<file path="src/rtl/modem_hdlc_rx_if.sv">
// modem_hdlc_rx_if -- bundle of the HDLC receiver line-side and byte-side signals.
//   bit_i, bit_valid_i : serial line bit and its one-cycle strobe (driven by the master)
//   byte_o             : last emitted payload byte
//   begin_o, valid_o   : first-byte marker and per-byte strobe
//   end_o, crc_ok_o    : normal frame close and its FCS verdict
//   abort_o            : abnormal termination of a begun frame
//   clk_req_o          : receiver is inside a frame (DATA state)
interface modem_hdlc_rx_if;
    logic       bit_i;
    logic       bit_valid_i;
    logic [7:0] byte_o;
    logic       begin_o;
    logic       valid_o;
    logic       end_o;
    logic       crc_ok_o;
    logic       abort_o;
    logic       clk_req_o;

    modport master (
        output bit_i, bit_valid_i,
        input  byte_o, begin_o, valid_o, end_o, crc_ok_o, abort_o, clk_req_o
    );

    modport slave (
        input  bit_i, bit_valid_i,
        output byte_o, begin_o, valid_o, end_o, crc_ok_o, abort_o, clk_req_o
    );
endinterface

</file>
<file path="src/rtl/modem_hdlc_rx.sv">
// modem_hdlc_rx -- bit-serial HDLC receiver: flag hunting, zero-bit destuffing,
// byte assembly, CRC-16/X.25 checking and FCS stripping through a two-byte delay line.
// Ports:
//   clk    : clock, rising edge
//   rst    : synchronous active-high reset, dominates a same-cycle bit strobe
//   bus_if : modem_hdlc_rx_if.slave (line bit in, payload bytes and frame events out)
// Parameter CHECK_FCS = 0 reports every normally closed frame as crc_ok.
module modem_hdlc_rx #(
    parameter bit CHECK_FCS = 1'b1
) (
    input  logic           clk,
    input  logic           rst,
    modem_hdlc_rx_if.slave bus_if
);

    typedef enum logic [1:0] {
        ST_HUNT = 2'd0,
        ST_SYNC = 2'd1,
        ST_DATA = 2'd2
    } state_t;

    // One byte through the reflected X.25 polynomial, LSB first.
    function automatic logic [15:0] crc16_x25_byte(input logic [15:0] crc_in, input logic [7:0] data);
        logic [15:0] c;
        c = crc_in ^ {8'h00, data};
        for (int i = 0; i < 8; i++) begin
            if (c[0]) begin
                c = (c >> 1) ^ 16'h8408;
            end else begin
                c = c >> 1;
            end
        end
        return c;
    endfunction

    state_t      r_state;
    logic [2:0]  r_ones;
    logic [2:0]  r_bit_cnt;
    logic [7:0]  r_shreg;
    logic [1:0]  r_held;
    logic [7:0]  r_h0;
    logic [7:0]  r_h1;
    logic [15:0] r_crc;
    logic        r_begun;
    logic [7:0]  r_byte;
    logic        r_begin;
    logic        r_valid;
    logic        r_end;
    logic        r_crc_ok;
    logic        r_abort;
    logic        r_clk_req;

    logic        w_seventh;
    logic        w_flag;
    logic        w_stuff;
    logic        w_shift;
    logic        w_done;
    logic [7:0]  w_byte;
    logic [15:0] w_crc_next;
    logic [2:0]  w_ones_inc;

    // Classification of the bit being sampled, based on the run of 1s before it.
    assign w_seventh  = bus_if.bit_i & (r_ones == 3'd6);
    assign w_flag     = ~bus_if.bit_i & (r_ones == 3'd6);
    assign w_stuff    = ~bus_if.bit_i & (r_ones == 3'd5);
    assign w_shift    = ~(w_seventh | w_flag | w_stuff);
    assign w_done     = w_shift & (r_bit_cnt == 3'd7);
    assign w_byte     = {bus_if.bit_i, r_shreg[7:1]};
    assign w_crc_next = crc16_x25_byte(r_crc, w_byte);
    assign w_ones_inc = (r_ones == 3'd7) ? 3'd7 : (r_ones + 3'd1);

    assign bus_if.byte_o    = r_byte;
    assign bus_if.begin_o   = r_begin;
    assign bus_if.valid_o   = r_valid;
    assign bus_if.end_o     = r_end;
    assign bus_if.crc_ok_o  = r_crc_ok;
    assign bus_if.abort_o   = r_abort;
    assign bus_if.clk_req_o = r_clk_req;

    // Receiver FSM, byte assembler, CRC and FCS-stripping delay line.
    always_ff @(posedge clk) begin
        if (rst) begin
            r_state   <= ST_HUNT;
            r_ones    <= 3'd0;
            r_bit_cnt <= 3'd0;
            r_shreg   <= 8'h00;
            r_held    <= 2'd0;
            r_h0      <= 8'h00;
            r_h1      <= 8'h00;
            r_crc     <= 16'hFFFF;
            r_begun   <= 1'b0;
            r_byte    <= 8'h00;
            r_begin   <= 1'b0;
            r_valid   <= 1'b0;
            r_end     <= 1'b0;
            r_crc_ok  <= 1'b0;
            r_abort   <= 1'b0;
            r_clk_req <= 1'b0;
        end else begin
            r_begin  <= 1'b0;
            r_valid  <= 1'b0;
            r_end    <= 1'b0;
            r_crc_ok <= 1'b0;
            r_abort  <= 1'b0;
            if (bus_if.bit_valid_i) begin
                r_ones <= bus_if.bit_i ? w_ones_inc : 3'd0;
                if (w_seventh) begin
                    // Abort sequence: only a frame that already showed payload reports it.
                    if ((r_state == ST_DATA) && r_begun) begin
                        r_abort <= 1'b1;
                    end
                    r_state   <= ST_HUNT;
                    r_clk_req <= 1'b0;
                    r_begun   <= 1'b0;
                end else if (w_flag) begin
                    // The flag's own 0+six 1s were shifted in, so an aligned close sits at bit_cnt 7.
                    // r_begun implies at least three completed bytes in this frame.
                    if (r_state == ST_DATA) begin
                        if (r_bit_cnt == 3'd7) begin
                            if (r_begun) begin
                                r_end    <= 1'b1;
                                r_crc_ok <= (r_crc == 16'hF0B8) | ~CHECK_FCS;
                            end
                        end else if (r_begun) begin
                            r_abort <= 1'b1;
                        end
                    end
                    // Every flag also opens the next frame.
                    r_state   <= ST_SYNC;
                    r_clk_req <= 1'b0;
                    r_bit_cnt <= 3'd0;
                    r_held    <= 2'd0;
                    r_crc     <= 16'hFFFF;
                    r_begun   <= 1'b0;
                end else if (w_shift) begin
                    r_shreg   <= w_byte;
                    r_bit_cnt <= r_bit_cnt + 3'd1;
                    if (w_done && (r_state != ST_HUNT)) begin
                        r_state   <= ST_DATA;
                        r_clk_req <= 1'b1;
                        r_crc     <= w_crc_next;
                        // The last two bytes before the closing flag are the FCS and never leave.
                        case (r_held)
                            2'd0: begin
                                r_h0   <= w_byte;
                                r_held <= 2'd1;
                            end
                            2'd1: begin
                                r_h1   <= w_byte;
                                r_held <= 2'd2;
                            end
                            default: begin
                                r_byte  <= r_h0;
                                r_valid <= 1'b1;
                                r_begin <= ~r_begun;
                                r_begun <= 1'b1;
                                r_h0    <= r_h1;
                                r_h1    <= w_byte;
                            end
                        endcase
                    end
                end
            end
        end
    end

endmodule

</file>
<file path="src/flat_wrapper.sv">
// flat-port wrapper written by rule: the top's interface ports become plain ports
module modem_hdlc_rx_flat 
#(
    parameter bit CHECK_FCS = 1'b1
)
  (clk, rst, bus_if_bit_i, bus_if_bit_valid_i, bus_if_byte_o, bus_if_begin_o, bus_if_valid_o, bus_if_end_o, bus_if_crc_ok_o, bus_if_abort_o, bus_if_clk_req_o);
  modem_hdlc_rx_if bus_if_i ();
  input  logic clk;
  input  logic rst;
  input wire logic [$bits(bus_if_i.bit_i)-1:0] bus_if_bit_i;
  input wire logic [$bits(bus_if_i.bit_valid_i)-1:0] bus_if_bit_valid_i;
  output wire logic [$bits(bus_if_i.byte_o)-1:0] bus_if_byte_o;
  output wire logic [$bits(bus_if_i.begin_o)-1:0] bus_if_begin_o;
  output wire logic [$bits(bus_if_i.valid_o)-1:0] bus_if_valid_o;
  output wire logic [$bits(bus_if_i.end_o)-1:0] bus_if_end_o;
  output wire logic [$bits(bus_if_i.crc_ok_o)-1:0] bus_if_crc_ok_o;
  output wire logic [$bits(bus_if_i.abort_o)-1:0] bus_if_abort_o;
  output wire logic [$bits(bus_if_i.clk_req_o)-1:0] bus_if_clk_req_o;
  assign bus_if_i.bit_i = bus_if_bit_i;
  assign bus_if_i.bit_valid_i = bus_if_bit_valid_i;
  assign bus_if_byte_o = bus_if_i.byte_o;
  assign bus_if_begin_o = bus_if_i.begin_o;
  assign bus_if_valid_o = bus_if_i.valid_o;
  assign bus_if_end_o = bus_if_i.end_o;
  assign bus_if_crc_ok_o = bus_if_i.crc_ok_o;
  assign bus_if_abort_o = bus_if_i.abort_o;
  assign bus_if_clk_req_o = bus_if_i.clk_req_o;
  modem_hdlc_rx #(.CHECK_FCS(CHECK_FCS)) u_core (.clk(clk), .rst(rst), .bus_if(bus_if_i));
endmodule
</file>
<file path="config.mk">
export PLATFORM = sky130hd
export DESIGN_NAME = modem_hdlc_rx_flat
export DESIGN_NICKNAME = d
export VERILOG_FILES = /design/src/rtl/modem_hdlc_rx_if.sv /design/src/rtl/modem_hdlc_rx.sv /design/src/flat_wrapper.sv
export SDC_FILE = /design/constraint.sdc
export NUM_CORES = 1
export LEC_CHECK = 0
export CAP_MARGIN = 20
export CORE_ASPECT_RATIO = 0.8
export CORE_MARGIN = 10
export CORE_UTILIZATION = 54
export CTS_CLUSTER_SIZE = 30
export DETAILED_ROUTE_END_ITERATION = 16
export DONT_BUFFER_PORTS = 1
export PLACE_DENSITY = 0.66
export SYNTH_ARGS = -nofsm -noshare
export SYNTH_HDL_FRONTEND = slang
export SYNTH_SLANG_ARGS = --single-unit
</file>
<file path="constraint.sdc">
create_clock -name clk -period 2.57 [get_ports clk]
set_input_delay 0.3855 -clock clk [delete_from_list [all_inputs] [get_ports clk]]
set_output_delay 0.3855 -clock clk [all_outputs]
set_load 0.1 [all_outputs]
</file>
==> reports/metrics.cfg, run 1 <==
[worst_setup_path]
crit_type=reg -> reg
rrSetupSlack_ns=0.40
path_max_fanout=8
cp-end-kind=register
startpoint_type=register
arrival_ns=2.40
r2r-start=u_core.r_ones[0]
r2r-end=u_core.r_h1[1]
crit_required_ns=2.80
reg2reg_depth=6

[timing]
max-slew-margin-rel=0.352
slew_violations=0
fin_crit_ns=2.17
worst_pin_slew_ns=0.970
fin_tns_setup_ns=0
finalSetupViolCount=0
skew_ns=0.00516
max_freq_mhz=461
fin_crit_sh=0.843
finalHoldViolations=0
rsz0062_at_grt=false

[yosys]
ys.flop_type=dfxtp_1
synth_area_leaders=dfxtp_1 (47%), nand2_1 (6.0%), xnor2_1 (4.9%)
async_flop_share=0
synth_edf_count=0
synth_largest_area_cell=dfxtp_1
syn_avg_cell_area_um2=8.82
syn_inst=307
synth_nets=316
synth_seq_cells=63
ys_warn_count=0
synth_top_area_share=0.466
ys_seq_area_frac=0.466
synthDistinctLibCells=40
synth_area_um2=2710

[finish]
diodes=0
synthToLayoutAreaGrowth_pct=11.8
drive_gt1_frac=0.0978
num-nets-final=322
instances_no_fill=377
num-fill-cells=416

[die]
die_area_um2=8260
die_w_um=99.2
pin_count=18
core_um2=4710
rows=22
start_util=0.575
die_h_um=83.3

[global_route]
grt_overflow=0
grt.total_usage=0.157
antenna_found_initial=0
grt_first_pass_wirelength_um=10700
first_global_vias=2048
grt_max_degree=54

[power_and_ir_drop]
power.density_nw_per_um2=664
vdd.ir_drop.worst_mv=0.484
power.leakage_nw=1.15

[clock_network]
cts_buffers=9
clk_pin_slew_ns=0.07
h-tree-depth=3
cts_tree=done
ctsLongestPathBuffers=2
postCtsResizedCells=0
cts.sinks=63
postCtsSetupBuffers=0
worstSkewPairLatency_ns=0.34
cts_root_buffer=clkbuf_8
cts-hold-fix-buffers=0

[detailed_routing]
drt-vias-per-instance=5.78
initialDrtViolationCount=171
wirelength_um=6130
route.vias.total=2179
route.detailed.drc=0
wl_per_cell_um=16.2
ant_nets=0
firstDrtPassIters=5

[flow_run]
drv_cap=0

[hold_path]
hold_class=in -> reg
hp-start=rst
holdPathStages=1
hold_end=u_core.bus_if.byte_o[0]

[place]
place.gp.congestion=0.879
dp.cells=362
portBuffers=0
hpwl_um=4180

[status]
status=finished clean

## registers in the layout (all words and copies together), names as in the netlist
register                 count
u_core.r_crc                16
u_core.r_held                2
u_core.r_state               1
u_core.r_shreg               7
u_core.bus_if.byte_o         8
u_core.r_ones                3
u_core.bus_if.valid_o        1
u_core.r_bit_cnt             3
u_core.bus_if.end_o          1
u_core.bus_if.begin_o        1
u_core.r_h0                  8
u_core.bus_if.crc_ok_o       1
u_core.bus_if.clk_req_o      1
u_core.bus_if.abort_o        1
u_core.r_h1                  8
u_core.r_begun               1
## power by group
| group | switching [mW] | total, mW | leakage [nW] | internal, mW |
|---|---|---|---|---|
| combinational | 0.0231 | 0.0427 | 0.523 | 0.0196 |
| sequential | 0.00585 | 0.988 | 0.509 | 0.982 |
| clock | 0.361 | 0.979 | 0.118 | 0.618 |
| total | 0.390 | 2.01 | 1.15 | 1.62 |
## through the flow
step	cell area (µm²)	power [mW]	worst slack (ns)	hold slack (ns)	utilization
final	3030	2.01	0.402	0.115	0.643
after global routing	3030	2.08	0.216	0.0946	0.643
after CTS	3030	2.03	0.381	0.100	0.643
after detailed placement	2800	1.05	0.400	0.456	0.594
after global placement	2800	1.05	0.431	0.441	0.594
after floorplan	2710	1.06	0.313	0.437	-
## how the worst max path moves through the flow
stage | from | to | slack, ns
6_report | u_core.r_ones[0] | u_core.r_h1[1] | 0.40
5_1_grt | u_core.r_ones[0] | u_core.r_h1[2] | 0.22
4_1_cts | u_core.r_ones[0] | u_core.r_h1[1] | 0.38
3_5_place_dp | u_core.r_ones[0] | u_core.r_h1[1] | 0.40
3_3_place_gp | u_core.r_ones[0] | u_core.r_h1[6] | 0.43
2_1_floorplan | u_core.bus_if.clk_req_o | u_core.r_crc[0] | 0.31
## cells in the mapped netlist (3+ instances only)
master,number
o21ai_1,3
xnor2_1,15
mux2i_1,8
ha_1,5
buf_2,6
a2bb2oi_1,8
dfxtp_1,63
inv_1,5
nor2_1,27
nand2_1,43
clkbuf_1,8
o21bai_1,7
a311oi_1,9
nand3_1,11
xor2_1,9
nor3_1,17
o21ai_0,8
a21oi_1,22
## routing by layer
metal	GRT usage	wire, µm
met2	0.205	2440
met1	0.219	3040
met5	0	0
met3	0.0588	517
met4	0.0686	123
## cell type report
class	instances	area, µm²	share of cell area
multi-input combinational	221	1350	0.444
sequential	63	1260	0.417
clock buffer	12	165	0.0545
timing repair buffer	13	97.6	0.0322
tap	60	75.1	0.0248
clock inverter	3	65.1	0.0215
inverter	5	18.8	0.00620
## logic make-up (layout without fill, tap and decap cells)
group,count (synthesis),in the layout,share of synthesized area
AO/OA/AOI/OAI,67,67,0.167
multiplexers,8,8,0.0296
flip-flops,63,63,0.466
XOR/XNOR,24,24,0.0776
adder cells (fa/ha/maj),5,5,0.0231
buffers and inverters,23,33,0.0374
AND/OR/NAND/NOR,117,117,0.199
## cell usage in the layout, fill, tap and decap left out, drive strengths merged, types with 5 or more instances in the layout
cell type  instances
a311oi             9
o21ai             12
o21bai             7
inv                5
a21oi             22
dfxtp             63
xnor2             15
nand2             43
nand3             11
buf               13
mux2i              8
nor3              18
xor2               9
ha                 5
nor2              27
a2bb2oi            8
clkbuf            12
## critical path, stage by stage, from the launching register on
cell     delay (ns)
dfxtp_1        0.40
inv_1          0.07
ha_1           0.28
o21a_1         0.24
or4_1          0.77
mux2i_1        0.24
nor2_1         0.05
Power figures use the tool's default switching activity.
==> run 2, diff against run 1 <==
Clock period 2.57 ns to 2.1 ns, I/O delays scaled along.
==> reports/metrics.cfg, run 2 (same netlist as run 1, synthesis figures left out) <==
[status]
status=finished clean

[global_route]
first_global_vias=2033  ; -0.73%
grt_overflow=0  ; unchanged
grt_max_degree=54  ; unchanged
grt_first_pass_wirelength_um=10300  ; -3.6%
antenna_found_initial=0  ; unchanged
grt.total_usage=0.153  ; -0.00435

[place]
hpwl_um=4310  ; +3.1%
portBuffers=0  ; unchanged
place.gp.congestion=0.843  ; -4.1%
dp.cells=376  ; +3.9%
dpl_worst_slack_ns=0.0839  ; -0.316 ns

[finish]
diodes=0  ; unchanged
multi_input_area_um2=1350  ; +0.28%
regMostFlops=u_core.r_crc
seq_area_um2=1260  ; +0.30%
num-fill-cells=391  ; -6.0%
drive_gt1_frac=0.156  ; +0.0579
fin_util=0.676  ; +0.0330
instances_no_fill=394  ; +4.5%
largest_reg_flops=16  ; unchanged
num-nets-final=338  ; +5.0%
layout_common_cells=dfxtp_1 (60), nand2_1 (43), buf_4 (28)
layout_commonest_cell=dfxtp_1
synthToLayoutAreaGrowth_pct=17.6

[clock_network]
worstSkewPairLatency_ns=0.34  ; about the same
h-tree-depth=3  ; unchanged
cts.sinks=63  ; unchanged
cts_tree=done
cts_buffers=9  ; unchanged
clk_pin_slew_ns=0.07  ; about the same
cts_root_buffer=clkbuf_8
ctsLongestPathBuffers=2  ; unchanged
cts-hold-fix-buffers=0  ; unchanged

[die]
start_util=0.575  ; unchanged
core_um2=4710  ; unchanged
die_w_um=99.2  ; unchanged
rows=22  ; unchanged
pin_count=18  ; unchanged
die_h_um=83.3  ; unchanged
die_area_um2=8260  ; unchanged

[power_and_ir_drop]
power.density_nw_per_um2=798  ; +20%
vdd.ir_drop.worst_mv=0.600  ; +24%
power.leakage_nw=1.24  ; +7.9%

[worst_setup_path]
startpoint_type=register
cp-end-kind=register
crit_slowest_cell=or3_1
cp_common_cell=ha_1
cp_num_buf_inv=1  ; unchanged
worst_path_dominant_cell_family=simple AND/OR/NAND/NOR gates
slowest_delay_ns=0.34  ; -0.43 ns
crit_required_ns=2.34  ; -0.46 ns
path_max_fanout=10  ; +2
arrival_ns=2.22  ; -0.18 ns
crit_type=reg -> reg
path_cells=ha_1, ha_1, o21ai_2, a21oi_1, and3_1, buf_4, or3_1, a21o_1

[timing]
fin_tns_setup_ns=0  ; unchanged
finalSetupViolCount=0  ; unchanged
max_freq_mhz=505  ; +9.5%
finalHoldViolations=0  ; unchanged
setup_ws_ns=0.121  ; -0.281 ns
max-slew-margin-rel=0.668  ; +0.316
fin_crit_ns=1.98  ; -0.189 ns
skew_ns=0.00532  ; +0.000166 ns
hold-worst-slack_ns=0.0361  ; -0.0789 ns
slew_violations=0  ; unchanged
fin_crit_sh=0.942  ; +0.0989
worst_pin_slew_ns=0.494  ; -0.476 ns

[detailed_routing]
firstDrtPassIters=5  ; unchanged
route.detailed.drc=0  ; unchanged
wl_per_cell_um=16.4  ; +0.72%
route.vias.total=2239  ; +2.8%
wirelength_um=6450  ; +5.3%
drt-vias-per-instance=5.68  ; -1.7%
ant_nets=0  ; unchanged
initialDrtViolationCount=198  ; +16%

[flow_run]
drv_cap=0  ; unchanged

[hold_path]
hold_class=in -> reg

==> run 2: stage by stage <==
| stage | total power, mW | area [µm²] |
|---|---|---|
| 6_report | 2.54 | 3180 |
| 3_3_place_gp | 1.29 | 2900 |
| 5_1_grt | 2.63 | 3180 |
| 3_5_place_dp | 1.29 | 2900 |
| 4_1_cts | 2.56 | 3150 |
| 2_1_floorplan | 1.29 | 2710 |
==> run 2: repair_timing <==
| item | CTS | global route |
|---|---|---|
| gates resized for setup | 0 | 3 |
| endpoints found under the setup margin | 0 | 31 |
| buffers inserted | 0 | 2 |
| hold endpoints to repair | 0 | 0 |
==> run 2: routing by layer <==
metal / track usage / vias up / routed length [µm]
met5: 0 / - / 0
met4: 0.0466 / 0 / 57
met3: 0.0662 / 6 / 503
met2: 0.206 / 76 / 2760
met1: 0.210 / 1038 / 3130
li1: - / 1119 / -
==> run 2: worst paths after layout <==
check	from	end	slack (ns)	depth (start not counted)
setup / recovery	u_core.r_bit_cnt[0]	u_core.r_crc[13]	0.12	8
hold / removal	rst	u_core.r_ones[0]	0.04	1
setup reg to reg	u_core.r_bit_cnt[0]	u_core.r_crc[13]	0.12	8
hold reg to reg	u_core.bus_if.byte_o[1]	u_core.bus_if.byte_o[1]	0.45	2
==> run 2: cell type report <==
| class | count | share of cell area |
|---|---|---|
| Multi-Input combinational cell | 221 | 0.424 |
| Inverter | 5 | 0.00590 |
| Clock inverter | 7 | 0.0381 |
| Sequential cell | 63 | 0.397 |
| Tap cell | 60 | 0.0236 |
| Clock buffer | 9 | 0.0389 |
| Timing Repair Buffer | 29 | 0.0723 |
==> run 2: worst reg2reg max path: stages (launching register included) <==
cell     delay, ns
dfxtp_1       0.33
ha_1          0.20
ha_1          0.24
o21ai_2       0.10
a21oi_1       0.09
and3_1        0.23
buf_4         0.17
or3_1         0.34
a21o_1        0.18
==> run 2: where the power goes <==
group          leakage, nW  switching, mW  total (mW)  internal (mW)
sequential           0.510        0.00734        1.21           1.20
clock                0.123          0.486        1.28          0.792
combinational        0.607         0.0288      0.0544         0.0256
